### src/rtl/mem_port_arbiter.sv
// Arbitrates one single-ported memory between instruction fetch and data access,
// holding each result until the pipeline advances and driving the global stall.
module mem_port_arbiter #(
  parameter int          TIMEOUT  = 64,
  parameter logic [31:0] ERR_DATA = 32'h0000_0000
) (
  input  logic        clk_i,
  input  logic        rst_i,
  input  logic        if_req_i,
  input  logic [31:0] if_addr_i,
  output logic [31:0] if_rdata_o,
  output logic        if_ok_o,
  input  logic        dm_rd_i,
  input  logic        dm_wr_i,
  input  logic [31:0] dm_addr_i,
  input  logic [31:0] dm_wdata_i,
  input  logic [3:0]  dm_be_i,
  output logic [31:0] dm_rdata_o,
  output logic        dm_ok_o,
  output logic        stall_o,
  output logic        mem_req_o,
  output logic        mem_we_o,
  output logic [31:0] mem_addr_o,
  output logic [31:0] mem_wdata_o,
  output logic [3:0]  mem_be_o,
  input  logic        mem_ack_i,
  input  logic [31:0] mem_rdata_i,
  output logic        bus_err_o
);

  localparam int CW = (TIMEOUT > 2) ? $clog2(TIMEOUT) : 1;
  localparam logic [CW-1:0] WAIT_LAST = CW'(TIMEOUT - 1);

  typedef enum logic [1:0] {
    IDLE     = 2'b00,
    SERVE_IF = 2'b01,
    SERVE_DM = 2'b10
  } state_t;

  state_t      state_q, state_d;
  logic        mem_req_q, mem_req_d;
  logic        mem_we_q, mem_we_d;
  logic [31:0] mem_addr_q, mem_addr_d;
  logic [31:0] mem_wdata_q, mem_wdata_d;
  logic [3:0]  mem_be_q, mem_be_d;
  logic        if_ok_q, if_ok_d;
  logic        dm_ok_q, dm_ok_d;
  logic [31:0] if_rdata_q, if_rdata_d;
  logic [31:0] dm_rdata_q, dm_rdata_d;
  logic        bus_err_q, bus_err_d;
  logic [CW-1:0] wcnt_q, wcnt_d;

  logic dm_req_s;
  logic stall_s;

  assign dm_req_s = dm_rd_i | dm_wr_i;
  assign stall_s  = (if_req_i & ~if_ok_q) | (dm_req_s & ~dm_ok_q);

  // State and output registers
  always_ff @(posedge clk_i) begin
    if (rst_i) begin
      state_q     <= IDLE;
      mem_req_q   <= 1'b0;
      mem_we_q    <= 1'b0;
      mem_addr_q  <= 32'h0000_0000;
      mem_wdata_q <= 32'h0000_0000;
      mem_be_q    <= 4'b0000;
      if_ok_q     <= 1'b0;
      dm_ok_q     <= 1'b0;
      if_rdata_q  <= 32'h0000_0000;
      dm_rdata_q  <= 32'h0000_0000;
      bus_err_q   <= 1'b0;
      wcnt_q      <= '0;
    end else begin
      state_q     <= state_d;
      mem_req_q   <= mem_req_d;
      mem_we_q    <= mem_we_d;
      mem_addr_q  <= mem_addr_d;
      mem_wdata_q <= mem_wdata_d;
      mem_be_q    <= mem_be_d;
      if_ok_q     <= if_ok_d;
      dm_ok_q     <= dm_ok_d;
      if_rdata_q  <= if_rdata_d;
      dm_rdata_q  <= dm_rdata_d;
      bus_err_q   <= bus_err_d;
      wcnt_q      <= wcnt_d;
    end
  end

  // Next-state: grant in IDLE (data side first), complete or abort in SERVE
  always_comb begin
    state_d     = state_q;
    mem_req_d   = mem_req_q;
    mem_we_d    = mem_we_q;
    mem_addr_d  = mem_addr_q;
    mem_wdata_d = mem_wdata_q;
    mem_be_d    = mem_be_q;
    if_ok_d     = if_ok_q;
    dm_ok_d     = dm_ok_q;
    if_rdata_d  = if_rdata_q;
    dm_rdata_d  = dm_rdata_q;
    bus_err_d   = bus_err_q;
    wcnt_d      = wcnt_q;

    // The pipeline advances on this edge, so the next cycle starts fresh.
    if (!stall_s) begin
      if_ok_d = 1'b0;
      dm_ok_d = 1'b0;
    end else begin
      if_ok_d = if_ok_q;
      dm_ok_d = dm_ok_q;
    end

    case (state_q)
      IDLE: begin
        if (dm_req_s && !dm_ok_q) begin
          state_d     = SERVE_DM;
          mem_req_d   = 1'b1;
          mem_we_d    = dm_wr_i;
          mem_addr_d  = dm_addr_i;
          mem_wdata_d = dm_wdata_i;
          mem_be_d    = dm_wr_i ? dm_be_i : 4'b1111;
          wcnt_d      = '0;
        end else if (if_req_i && !if_ok_q) begin
          state_d     = SERVE_IF;
          mem_req_d   = 1'b1;
          mem_we_d    = 1'b0;
          mem_addr_d  = if_addr_i;
          mem_wdata_d = 32'h0000_0000;
          mem_be_d    = 4'b1111;
          wcnt_d      = '0;
        end else begin
          state_d = IDLE;
        end
      end
      SERVE_IF: begin
        if (mem_ack_i) begin
          if_rdata_d = mem_rdata_i;
          if_ok_d    = 1'b1;
          mem_req_d  = 1'b0;
          state_d    = IDLE;
        end else if (wcnt_q == WAIT_LAST) begin
          if_rdata_d = ERR_DATA;
          if_ok_d    = 1'b1;
          bus_err_d  = 1'b1;
          mem_req_d  = 1'b0;
          state_d    = IDLE;
        end else begin
          wcnt_d = wcnt_q + CW'(1);
        end
      end
      SERVE_DM: begin
        if (mem_ack_i) begin
          if (!mem_we_q) begin
            dm_rdata_d = mem_rdata_i;
          end else begin
            dm_rdata_d = dm_rdata_q;
          end
          dm_ok_d   = 1'b1;
          mem_req_d = 1'b0;
          state_d   = IDLE;
        end else if (wcnt_q == WAIT_LAST) begin
          // Aborted stores keep the last load result.
          if (!mem_we_q) begin
            dm_rdata_d = ERR_DATA;
          end else begin
            dm_rdata_d = dm_rdata_q;
          end
          dm_ok_d   = 1'b1;
          bus_err_d = 1'b1;
          mem_req_d = 1'b0;
          state_d   = IDLE;
        end else begin
          wcnt_d = wcnt_q + CW'(1);
        end
      end
      default: begin
        state_d   = IDLE;
        mem_req_d = 1'b0;
      end
    endcase
  end

  assign if_rdata_o  = if_rdata_q;
  assign if_ok_o     = if_ok_q;
  assign dm_rdata_o  = dm_rdata_q;
  assign dm_ok_o     = dm_ok_q;
  assign stall_o     = stall_s;
  assign mem_req_o   = mem_req_q;
  assign mem_we_o    = mem_we_q;
  assign mem_addr_o  = mem_addr_q;
  assign mem_wdata_o = mem_wdata_q;
  assign mem_be_o    = mem_be_q;
  assign bus_err_o   = bus_err_q;

endmodule

### config.mk
export PLATFORM = sky130hd
export DESIGN_NAME = mem_port_arbiter
export DESIGN_NICKNAME = d
export VERILOG_FILES = /design/src/rtl/mem_port_arbiter.sv
export SDC_FILE = /design/constraint.sdc
export NUM_CORES = 1
export LEC_CHECK = 0
export BUFFER_PORTS_ARGS = -buffer_cell sky130_fd_sc_hd__buf_2
export CAP_MARGIN = 20
export CORE_MARGIN = 5
export CORE_UTILIZATION = 46
export DETAILED_ROUTE_END_ITERATION = 8
export PLACE_DENSITY = 0.92
export SYNTH_ARGS = -nofsm -noshare
export SYNTH_HDL_FRONTEND = slang
export SYNTH_SLANG_ARGS = --single-unit
### constraint.sdc
create_clock -name clk_i -period 2 [get_ports clk_i]
set_input_delay 0.1 -clock clk_i [delete_from_list [all_inputs] [get_ports clk_i]]
set_output_delay 0.1 -clock clk_i [all_outputs]
set_load 0.005 [all_outputs]
==> metrics.md, run 1 <==
| Metric | Value |
|---|---|
| Status | finished with violations |
| Failing checks | design-rule violations |
| Yosys reg bits | 145 |
| Violation count after the first detailed-route iteration | 492 |
| WS Path Type | reg -> reg |
| CP cell instances | inv_1, ha_2, inv_2, a21oi_4, buf_12, nor2_1, a311oi_1 |
| Ys Warns | 0 |
| Clk_lat worst skew | 0.41 ns |
| Crit path arrival time | around 2.2 ns |
| Total GRT Usage | 0.2828 |
| Netlist cell types | 50 |
| # H-tree levels | 4 |
| RePlAce Congestion | 0.8330 |
| P&R area growth vs syn | 56.93% |
| CP max stage cell | a311oi_1 |
| CP max FO | 68 |
| Most frequent cells in the layout | buf_2 (274), dfxtp_1 (145), nor2_1 (107) |
| Starting density of the core | 0.4721 |
| Total grt overflow | 0 |
| Slew Limit Fails | 0 |
| Asr flop ratio synth | 0 |
| EDFF count, synth | 0 |
| Maximum number of pins on one net before global-route repair | 69 |
| Layout cell share with drive strength beyond 1 | 0.3401 |
| Synth Instances | 607 |
| Core footprint | ~12000 um^2 |
| Worst-path clk slew | 0.06 ns |
| Relative slew slack | 0.5568 |
| Routed vias | 6193 |
| Avg Vias per Cell | around 5.4 |
| Final core utilization | 0.7409 |
| Slowest stage delay, CP | 0.44 ns |
| Antenna Violating Nets Remaining | 0 |
| Finished Layout Cells | 1149 |
| Total Wirelength | 21310 um |
| Critical Path End Type | flip-flop |
| Seq/Total Area, Yosys | 0.5098 |
| Worst slew pin tran | about 0.66 ns |
| TritonCTS clock tree | done |
| Hold Vio Cnt, Final | 0 |
| Min cycle time layout | 1.943 ns |
| Peak supply drop | roughly 0.56 mV |
| Hpwl dp | 11930 um |
| Ports | 276 |
| Largest cells by area after synthesis | dfxtp_1 (51%), nor2_1 (7.1%), mux2i_1 (6.0%), a22o_1 (4.9%), a311oi_1 (4.9%) |
| CTS Sinks | 145 |
| Die area | 14700 um^2 |
| Total of max-cap violations | 0 |
| Buf/Inv on CP | 3 |
| Pwr Density | 948.7 nW/um^2 |
| Die Wd | about 120 um |
| Antenna violations before repair | 2 |
| Most common cell after layout, fill and taps aside | buf_2 |
| DRT Pass-1 Iters | 7 |
| Clock buffer count from CTS | 17 |
| Num rows | 40 |
| Type of origin of the critical path | flip-flop |
| Fmax achieved | 514.7 MHz |
| Port Buffers | ~280 |
| Final setup fails | 0 |
| CTS root buffer | clkbuf_16 |
| Req. time, crit path | 2.26 ns |
| Hold WC Path Type | in -> reg |
| Hold WS | roughly 0.043 ns |
| Synth top area share | 0.5098 |
| Mapped cell area | 5694 um^2 |
| Worst path top cell family by delay | compound AO/OA/AOI/OAI gates |
| Leak | 0.004202 uW |
| Syn Nets | 749 |
| Avg WL per Cell | 18.54 um |
| CTS max path bufs | 2 |
| Ys flop type | dfxtp_1 |
| Post-Syn Area per Cell | 9.381 um^2 |
| DRC Markers | 1 |
| Worst clock skew | 0.008094 ns |
| Die Y-Extent | 121.3 um |
| NumNets Final | 1108 |
| Synth area leader | dfxtp_1 |
| First-pass GRT wire length | 33200 um |
| RSZ-0062 raised after global routing | false |
| Post-Place Cells | about 1000 |
| Fin crit share | 0.9714 |
| Vias in the first global route | roughly 6500 |
| Setup TNS Final | 0 ns |
| Fillcell total | 828 |
-- routing by layer --
layer	wire (um)	share of wire	vias up	GRT usage
met5	0	0	-	0
li1	-	-	2854	-
met3	1703	0.080	102	0.07552
met4	1116	0.052	0	0.1758
met1	7682	0.36	2872	0.3021
met2	10810	0.51	365	0.4943
-- worst paths after layout --
check / start / endpoint / slack (ns) / cells after the start
worst max-delay path: state_q[0]$_SDFFE_PP0P_ / mem_addr_o[18]$_SDFFE_PP0P_ / 0.06 / 7
worst min-delay path: mem_rdata_i[12] / if_rdata_o[12]$_SDFFE_PP0P_ / 0.04 / 3
worst max register to register: state_q[0]$_SDFFE_PP0P_ / mem_addr_o[18]$_SDFFE_PP0P_ / 0.06 / 7
worst min register to register: if_rdata_o[12]$_SDFFE_PP0P_ / if_rdata_o[12]$_SDFFE_PP0P_ / 0.47 / 1
-- registers in the layout, summed over array words and instances, names as in the netlist --
name and cells:
if_rdata_o 32, mem_we_o 1, bus_err_o 1, if_ok_o 1, state_q 2, mem_wdata_o 32
mem_be_o 4, dm_rdata_o 32, wcnt_q 6, mem_req_o 1, dm_ok_o 1, mem_addr_o 32
-- through the flow --
step	setup slack (ns)	area, um^2	power [uW]
4_1_cts	0.1028	8924	8400
6_report	0.05710	8936	8478
5_1_grt	0.02413	8936	8790
2_1_floorplan	0.2525	5694	4006
3_3_place_gp	0.1535	7216	4511
3_5_place_dp	0.07503	7216	4550
-- worst min-delay path, stage by stage --
cell	delay, ns
buf_2	0.07
and2_1	0.13
a22o_1	0.12
-- where the power goes --
| part | total (uW) | internal [uW] | switching, uW |
|---|---|---|---|
| Combinational | 1510 | 702 | 809 |
| Clock | 3720 | 2540 | 1180 |
| Sequential | 3250 | 3110 | 133 |
-- final cells by class --
cell class                      instances  area [um^2]  share of cell area
Sequential cell                       145         2903              0.3248
Multi-Input combinational cell        405         2546              0.2849
Timing Repair Buffer                  389         2535              0.2837
Clock buffer                           24        511.7             0.05727
Tap cell                              168        210.2             0.02352
Clock inverter                          8        195.2             0.02184
Inverter                                8        30.03            0.003360
Antenna cell                            2        5.005           0.0005601
-- Yosys cell counts, types with 2 or more instances --
master,instances
mux2i_1,34
a31oi_1,2
buf_1,2
nand2_1,70
nor2b_1,5
a311o_1,2
dfxtp_1,145
nand3_1,4
clkbuf_1,29
inv_1,6
a22o_1,32
and2_1,33
o32ai_1,2
nor2_1,108
nand3b_1,2
buf_4,3
nand2b_1,2
a21oi_1,4
or4_1,2
buf_6,4
buf_2,11
nor3_1,10
a311oi_1,32
ha_1,4
a22oi_1,34
-- repair_timing --
item | in CTS | in global routing
setup buffers | 0 | 0
endpoints found under the setup margin | 0 | 16
hold endpoints to repair | 68 | 0
resized for setup | 0 | 2
hold buffers | 100 | 0
-- cells by family after synthesis --
kind of cell | count (synthesis) | synth area share
flops | 145 | 0.5098
buf+inv | 57 | 0.04724
mux | 35 | 0.06175
simple gates | 242 | 0.1885
fa+ha+maj | 4 | 0.008790
compound gates | 124 | 0.1839
Power figures use the tool's default switching activity.
==> run 2: changes to the inputs <==
Settings changed: CORE_MARGIN 5 to default.
==> run 2 against run 1 <==
The flow now finishes without violations. Register-to-register slack improved by 0.11 ns. Non-clock buffer count is the same. Clock power fell by 17%.
==> metrics.md, run 2 (synthesis gave the netlist of run 1 again) <==
| Metric | Value |
|---|---|
| Clock buffer count from CTS | 17 (unchanged) |
| Antenna cells | 0 (was 2) |
| Levels on crit path | 7 (unchanged) |
| Maximum number of pins on one net before global-route repair | 69 (unchanged) |
| CTS max path bufs | 2 (unchanged) |
| CP max FO | 32 (was 68) |
| Critical Path End Type | flip-flop (unchanged) |
| Fmax achieved | 546.4 MHz (was 514.7 MHz) |
| Setup bufs post-CTS | 0 (unchanged) |
| Total Wirelength | 18790 um (was 21310 um) |
| Starting density of the core | 0.4721 (unchanged) |
| Die Y-Extent | 113.3 um (was 121.3 um) |
| Avg WL per Cell | 16.38 um (was 18.54 um) |
| Hold WC Path Type | in -> reg (unchanged) |
| Hold WS | 0.03792 ns (was 0.04313 ns) |
| RR Startpoint | state_q[0]$_SDFFE_PP0P_ (unchanged) |
| DRC Markers | 0 (was 1) |
| Type of origin of the critical path | flip-flop (unchanged) |
| RePlAce Congestion | 0.7927 (was 0.8330) |
| Worst-path clk slew | 0.06 ns (about the same) |
| Core footprint | 12060 um^2 (unchanged) |
| Ports | 276 (unchanged) |
| Die area | 12830 um^2 (was 14700 um^2) |
| TritonCTS clock tree | done (unchanged) |
| Min cycle time layout | 1.830 ns (was 1.943 ns) |
| Layout cell share with drive strength beyond 1 | 0.3412 (was 0.3401) |
| R2R setup slack | 0.17 ns (was 0.06 ns) |
| Violation count after the first detailed-route iteration | 450 (was 492) |
| CP cell instances | inv_1, ha_1, clkinv_1, o41ai_4, buf_12, mux2i_1, nor2_1 (was inv_1, ha_2, inv_2, a21oi_4, buf_12, nor2_1, a311oi_1) |
| RSZ-0062 raised after global routing | false (unchanged) |
| Die Wd | 113.3 um (was 121.3 um) |
| Worst slew pin tran | 0.7889 ns (was 0.6648 ns) |
| Hpwl dp | 10740 um (was 11930 um) |
| Crit path launch | state_q[0]$_SDFFE_PP0P_ (unchanged) |
| Avg Vias per Cell | 5.327 (was 5.390) |
| Peak supply drop | 0.5424 mV (was 0.5573 mV) |
| Relative slew slack | 0.4717 (was 0.5568) |
| Setup TNS Final | 0 ns (unchanged) |
| Total grt overflow | 0 (unchanged) |
| Register area | 2903 um^2 (unchanged) |
| Area of the multi-input gates | 2541 um^2 (was 2546 um^2) |
| Slowest stage delay, CP | 0.38 ns (was 0.44 ns) |
| Total GRT Usage | 0.2892 (was 0.2828) |
| CTS root buffer | clkbuf_16 (unchanged) |
| Clk_lat worst skew | 0.41 ns (about the same) |
| Antenna Violating Nets Remaining | 0 (unchanged) |
| Crit path arrival time | 2.10 ns (was 2.21 ns) |
| NumNets Final | 1108 (unchanged) |
| CTS Sinks | 145 (unchanged) |
| Worst path top cell family by delay | buffers and inverters (was compound AO/OA/AOI/OAI gates) |
| First-pass GRT wire length | 29270 um (was 33200 um) |
| R2R Path End | dm_rdata_o[18]$_SDFFE_PP0P_ (was mem_addr_o[18]$_SDFFE_PP0P_) |
| Slew Limit Fails | 0 (unchanged) |
| Fin crit share | 0.9151 (was 0.9714) |
| Final setup fails | 0 (unchanged) |
| Fillcell total | 845 (was 828) |
| Hold Vio Cnt, Final | 0 (unchanged) |
| Num rows | 40 (unchanged) |
| Critical Path Sink | dm_rdata_o[18]$_SDFFE_PP0P_ (was mem_addr_o[18]$_SDFFE_PP0P_) |
| WS Path Type | reg -> reg (unchanged) |
| Req. time, crit path | 2.27 ns (was 2.26 ns) |
| Vias in the first global route | 6083 (was 6477) |
| Status | finished clean (was finished with violations) |
| Antenna violations before repair | 0 (was 2) |
| Total of max-cap violations | 0 (unchanged) |
| # H-tree levels | 4 (unchanged) |
| Most common cell after layout, fill and taps aside | buf_2 (unchanged) |
| Worst Reg2Reg Path Length in Cells | 7 (unchanged) |
| Routed vias | 6110 (was 6193) |
| Port Buffers | 275 (unchanged) |
| Leak | 0.004145 uW (was 0.004202 uW) |
| Worst clock skew | 0.007189 ns (was 0.008094 ns) |
| CP max stage cell | o41ai_4 (was a311oi_1) |
| DRT Pass-1 Iters | 5 (was 7) |
| P&R area growth vs syn | 54.49% (was 56.93%) |
| Buf/Inv on CP | 3 (unchanged) |
| Most frequent cells in the layout | buf_2 (274), dfxtp_1 (145), nor2_1 (107) (unchanged) |
| Pwr Density | 884.9 nW/um^2 (was 948.7 nW/um^2) |
[run 2: cell count changes in the layout (fill, tap and decap cells not counted), sizes merged]
cell	delta
diode	-2
bufinv	-4
clkinvlp	+1
clkbuf	-6
inv	+2
clkinv	+7
[run 2: report_power, final]
group | switching, uW | leakage (uW) | internal [uW]
registers | 127 | 0.00119 | 3110
clock network | 1220 | 0.000282 | 1860
logic | 765 | 0.00268 | 700
total | 2110 | 0.00414 | 5680
[run 2: through the flow]
stage | cells | utilization | power (uW) | setup slack, ns | cell area, um^2
after global routing | 1147 | 0.7294 | 8125 | 0.006214 | 8797
after detailed placement | 1015 | 0.5982 | 4533 | 0.1787 | 7216
after floorplan | 607 | - | 4006 | 0.2525 | 5694
after global placement | 1015 | 0.5982 | 4497 | 0.2469 | 7216
final | 1147 | 0.7294 | 7785 | 0.1698 | 8797
after CTS | 1147 | 0.7291 | 7753 | 0.1564 | 8795
[run 2: what timing repair did]
action	in CTS	in global routing
gates resized for setup	0	1
hold endpoints to repair	69	0
hold buffers	100	0
setup endpoints to repair	0	1
[run 2: layout make-up]
type                    instances  share of cell area
clock buffers                  18             0.04992
inverters                       8            0.003413
well taps                     168             0.02389
flip-flops and latches        145              0.3300
clock inverters                14             0.01579
multi-input cells             405              0.2889
repair buffers                389              0.2882
[run 2: metal layers]
| metal | vias up | global-route usage | share of wire | routed length, um |
|---|---|---|---|---|
| met2 | 349 | 0.4916 | 0.49 | 9186 |
| met4 | 0 | 0.2114 | 0.057 | 1073 |
| met3 | 93 | 0.08463 | 0.071 | 1339 |
| met1 | 2805 | 0.3059 | 0.38 | 7186 |
| met5 | - | 0 | 0 | 0 |
| li1 | 2863 | - | - | - |
[run 2: how the worst min path moves through the flow]
stage,cells past startpoint,endpoint,start
after floorplan,2,mem_addr_o[0]$_SDFFE_PP0P_,dm_addr_i[0]
after global placement,3,mem_wdata_o[26]$_SDFFE_PP0P_,dm_wdata_i[26]
after detailed placement,3,mem_wdata_o[4]$_SDFFE_PP0P_,dm_wdata_i[4]
after CTS,3,mem_be_o[0]$_SDFFE_PP0P_,dm_be_i[0]
after global routing,3,if_rdata_o[21]$_SDFFE_PP0P_,mem_rdata_i[21]
final,3,if_rdata_o[6]$_SDFFE_PP0P_,mem_rdata_i[6]
[run 2: worst reg2reg max path, stage by stage, from the launching register on]
cell      delay, ns
dfxtp_1        0.31
inv_1          0.10
ha_1           0.20
clkinv_1       0.11
o41ai_4        0.38
buf_12         0.29
mux2i_1        0.24
nor2_1         0.07
==> run 3: changes to the inputs <==
Settings changed: CORE_UTILIZATION 46 to 48, CTS_BUF_LIST from default to sky130_fd_sc_hd__clkbuf_2 sky130_fd_sc_hd__clkbuf_4 sky130_fd_sc_hd__clkbuf_8, PLACE_DENSITY 0.92 to 0.83.
==> run 3 against run 2 <==
Non-clock buffer count increased by 24. Final cell count down 0.17%. Routed wire length grew 3.8%. Power shrank 11%. Cell area stayed put. Register-to-register slack is essentially flat. Critical endpoint is now stall_o. Core utilization grew 3.8 points. Worst hold slack worse by 0.0088 ns. Count of clock-buffer cells in the layout is 7 higher. Sequential share of layout area did not move. Die area decreased by 4.1%. Combinational power is 3% higher.
==> metrics.md, run 3 (synthesis gave the netlist of run 1 again) <==
| Metric | Value |
|---|---|
| Avg Vias per Cell | 5.490 (was 5.327) |
| Total grt overflow | 0 (unchanged) |
| P&R area growth vs syn | 54.49% (unchanged) |
| TritonCTS clock tree | done (unchanged) |
| Type of origin of the critical path | flip-flop (unchanged) |
| Crit path arrival time | 1.76 ns (was 2.10 ns) |
| Layout cell share with drive strength beyond 1 | 0.3303 (was 0.3412) |
| Hold Vio Cnt, Final | 0 (unchanged) |
| Fillcell total | 731 (was 845) |
| Setup TNS Final | 0 ns (unchanged) |
| Hold WC Path Type | in -> reg (unchanged) |
| Relative slew slack | 0.5886 (was 0.4717) |
| Fmax achieved | 537.4 MHz (was 546.4 MHz) |
| Avg WL per Cell | 17.04 um (was 16.38 um) |
| Worst clock skew | 0.01177 ns (was 0.007189 ns) |
| Worst slew pin tran | 0.6170 ns (was 0.7889 ns) |
| CP max stage cell | buf_4 (was o41ai_4) |
| DRT Pass-1 Iters | 5 (unchanged) |
| RSZ-0062 raised after global routing | false (unchanged) |
| Vias in the first global route | 6388 (was 6083) |
| Clk_lat worst skew | 0.46 ns (was 0.41 ns) |
| Area of the multi-input gates | 2541 um^2 (unchanged) |
| WS Path Type | reg -> out (was reg -> reg) |
| RePlAce Congestion | 0.8214 (was 0.7927) |
| Die area | 12300 um^2 (was 12830 um^2) |
| Most common cell after layout, fill and taps aside | buf_2 (unchanged) |
| Core footprint | 11470 um^2 (was 12060 um^2) |
| Antenna Violating Nets Remaining | 0 (unchanged) |
| CP max FO | 35 (was 32) |
| Hold WS | 0.02913 ns (was 0.03792 ns) |
| Most frequent cells in the layout | buf_2 (274), dfxtp_1 (145), dlygate4sd3_1 (126) (was buf_2 (274), dfxtp_1 (145), nor2_1 (107)) |
| Routed vias | 6286 (was 6110) |
| Leak | 0.004155 uW (was 0.004145 uW) |
| Buf/Inv on CP | 2 (was 3) |
| Worst-path clk slew | 0.07 ns (was 0.06 ns) |
| CTS root buffer | clkbuf_8 (was clkbuf_16) |
| Peak supply drop | 0.5959 mV (was 0.5424 mV) |
| Die Wd | 110.9 um (was 113.3 um) |
| Req. time, crit path | 1.90 ns (was 2.27 ns) |
| Num rows | 39 (was 40) |
| Violation count after the first detailed-route iteration | 589 (was 450) |
| Slew Limit Fails | 0 (unchanged) |
| Fin crit share | 0.9305 (was 0.9151) |
| NumNets Final | 1132 (was 1108) |
| # H-tree levels | 4 (unchanged) |
| Hpwl dp | 10770 um (was 10740 um) |
| Final setup fails | 0 (unchanged) |
| Antenna violations before repair | 0 (unchanged) |
| Maximum number of pins on one net before global-route repair | 69 (unchanged) |
| CP cell instances | o21bai_2, buf_4, nand2_1, buf_2 (was inv_1, ha_1, clkinv_1, o41ai_4, buf_12, mux2i_1, nor2_1) |
| CTS max path bufs | 2 (unchanged) |
| Die Y-Extent | 110.9 um (was 113.3 um) |
| Status | finished clean (unchanged) |
| Total Wirelength | 19510 um (was 18790 um) |
| CTS Sinks | 145 (unchanged) |
| Starting density of the core | 0.4966 (was 0.4721) |
| Min cycle time layout | 1.861 ns (was 1.830 ns) |
| Total GRT Usage | 0.3188 (was 0.2892) |
| Port Buffers | 275 (unchanged) |
| Register area | 2903 um^2 (unchanged) |
| Total of max-cap violations | 0 (unchanged) |
| Pwr Density | 786.7 nW/um^2 (was 884.9 nW/um^2) |
| Ports | 276 (unchanged) |
| Critical Path End Type | primary output (was flip-flop) |
| Clock buffer count from CTS | 17 (unchanged) |
| DRC Markers | 0 (unchanged) |
| Worst path top cell family by delay | buffers and inverters (unchanged) |
| First-pass GRT wire length | 31420 um (was 29270 um) |
| Slowest stage delay, CP | 0.41 ns (was 0.38 ns) |
| Antenna cells | 0 (unchanged) |
## run 3: cell types whose count changed in the layout (fill, tap and decap cells not counted)
cell,change
clkbuf_8,+18
clkinvlp_4,-2
inv_6,-2
dlygate4sd3_1,+26
clkinv_4,-1
clkinv_2,-2
buf_4,-2
clkbuf_4,+6
bufinv_16,-1
clkbuf_16,-17
## run 3: area by class of cell
cell class	instances	area share
Clock buffer	25	0.03485
Clock inverter	6	0.006542
Inverter	8	0.003413
Multi-Input combinational cell	405	0.2889
Sequential cell	145	0.3300
Tap cell	143	0.02034
Timing Repair Buffer	413	0.3160
## run 3: per-layer routing
metal  global-route usage  routed length [um]  vias up  share of wire
li1                     -                   -     2901              -
met1               0.3430                7381     2932           0.38
met2               0.5549                9798      366           0.50
met3              0.09459                1432       87          0.073
met4               0.1831                 894        0          0.046
met5                    0                   0        -              0
## run 3: path summary, 6_finish.rpt
path / from / endpoint / slack [ns] / depth (start not counted)
worst max-delay path: dm_ok_o$_SDFF_PP0_ / stall_o / 0.14 / 4
worst min-delay path: mem_rdata_i[28] / if_rdata_o[28]$_SDFFE_PP0P_ / 0.03 / 3
worst max register to register: state_q[0]$_SDFFE_PP0P_ / dm_rdata_o[20]$_SDFFE_PP0P_ / 0.16 / 7
worst min register to register: if_rdata_o[29]$_SDFFE_PP0P_ / if_rdata_o[29]$_SDFFE_PP0P_ / 0.47 / 1
## run 3: worst reg2reg max path: stages, from the launching register on
cell	delay, ns
dfxtp_1	0.31
inv_1	0.09
ha_1	0.20
clkinv_1	0.11
o41ai_4	0.38
buf_12	0.29
mux2i_1	0.28
nor2_1	0.06
## run 3: per-stage QoR
step,worst slack [ns],power (uW),utilization,cell area (um^2),std cells
floorplan,0.2525,4006,-,5694,607
global placement,0.1971,4502,0.6252,7169,988
detailed placement,0.1890,4534,0.6252,7169,988
CTS,0.1164,6874,0.7669,8795,1145
global route,0.02428,7232,0.7672,8797,1145
finish,0.1391,6921,0.7672,8797,1145
## run 3: timing repair
item | 4_1_cts | 5_1_grt
endpoints found under the hold margin | 96 | 0
hold buffers | 126 | 0
gates resized for setup | 0 | 1
buffers inserted | 0 | 0
setup endpoints to repair | 0 | 1
## run 3: power by group
group	total (uW)	internal (uW)	switching (uW)	leakage (uW)
logic	1510	728	781	0.00277
clock network	2170	1120	1050	0.000194
registers	3240	3110	132	0.00119
total	6920	4950	1970	0.00415
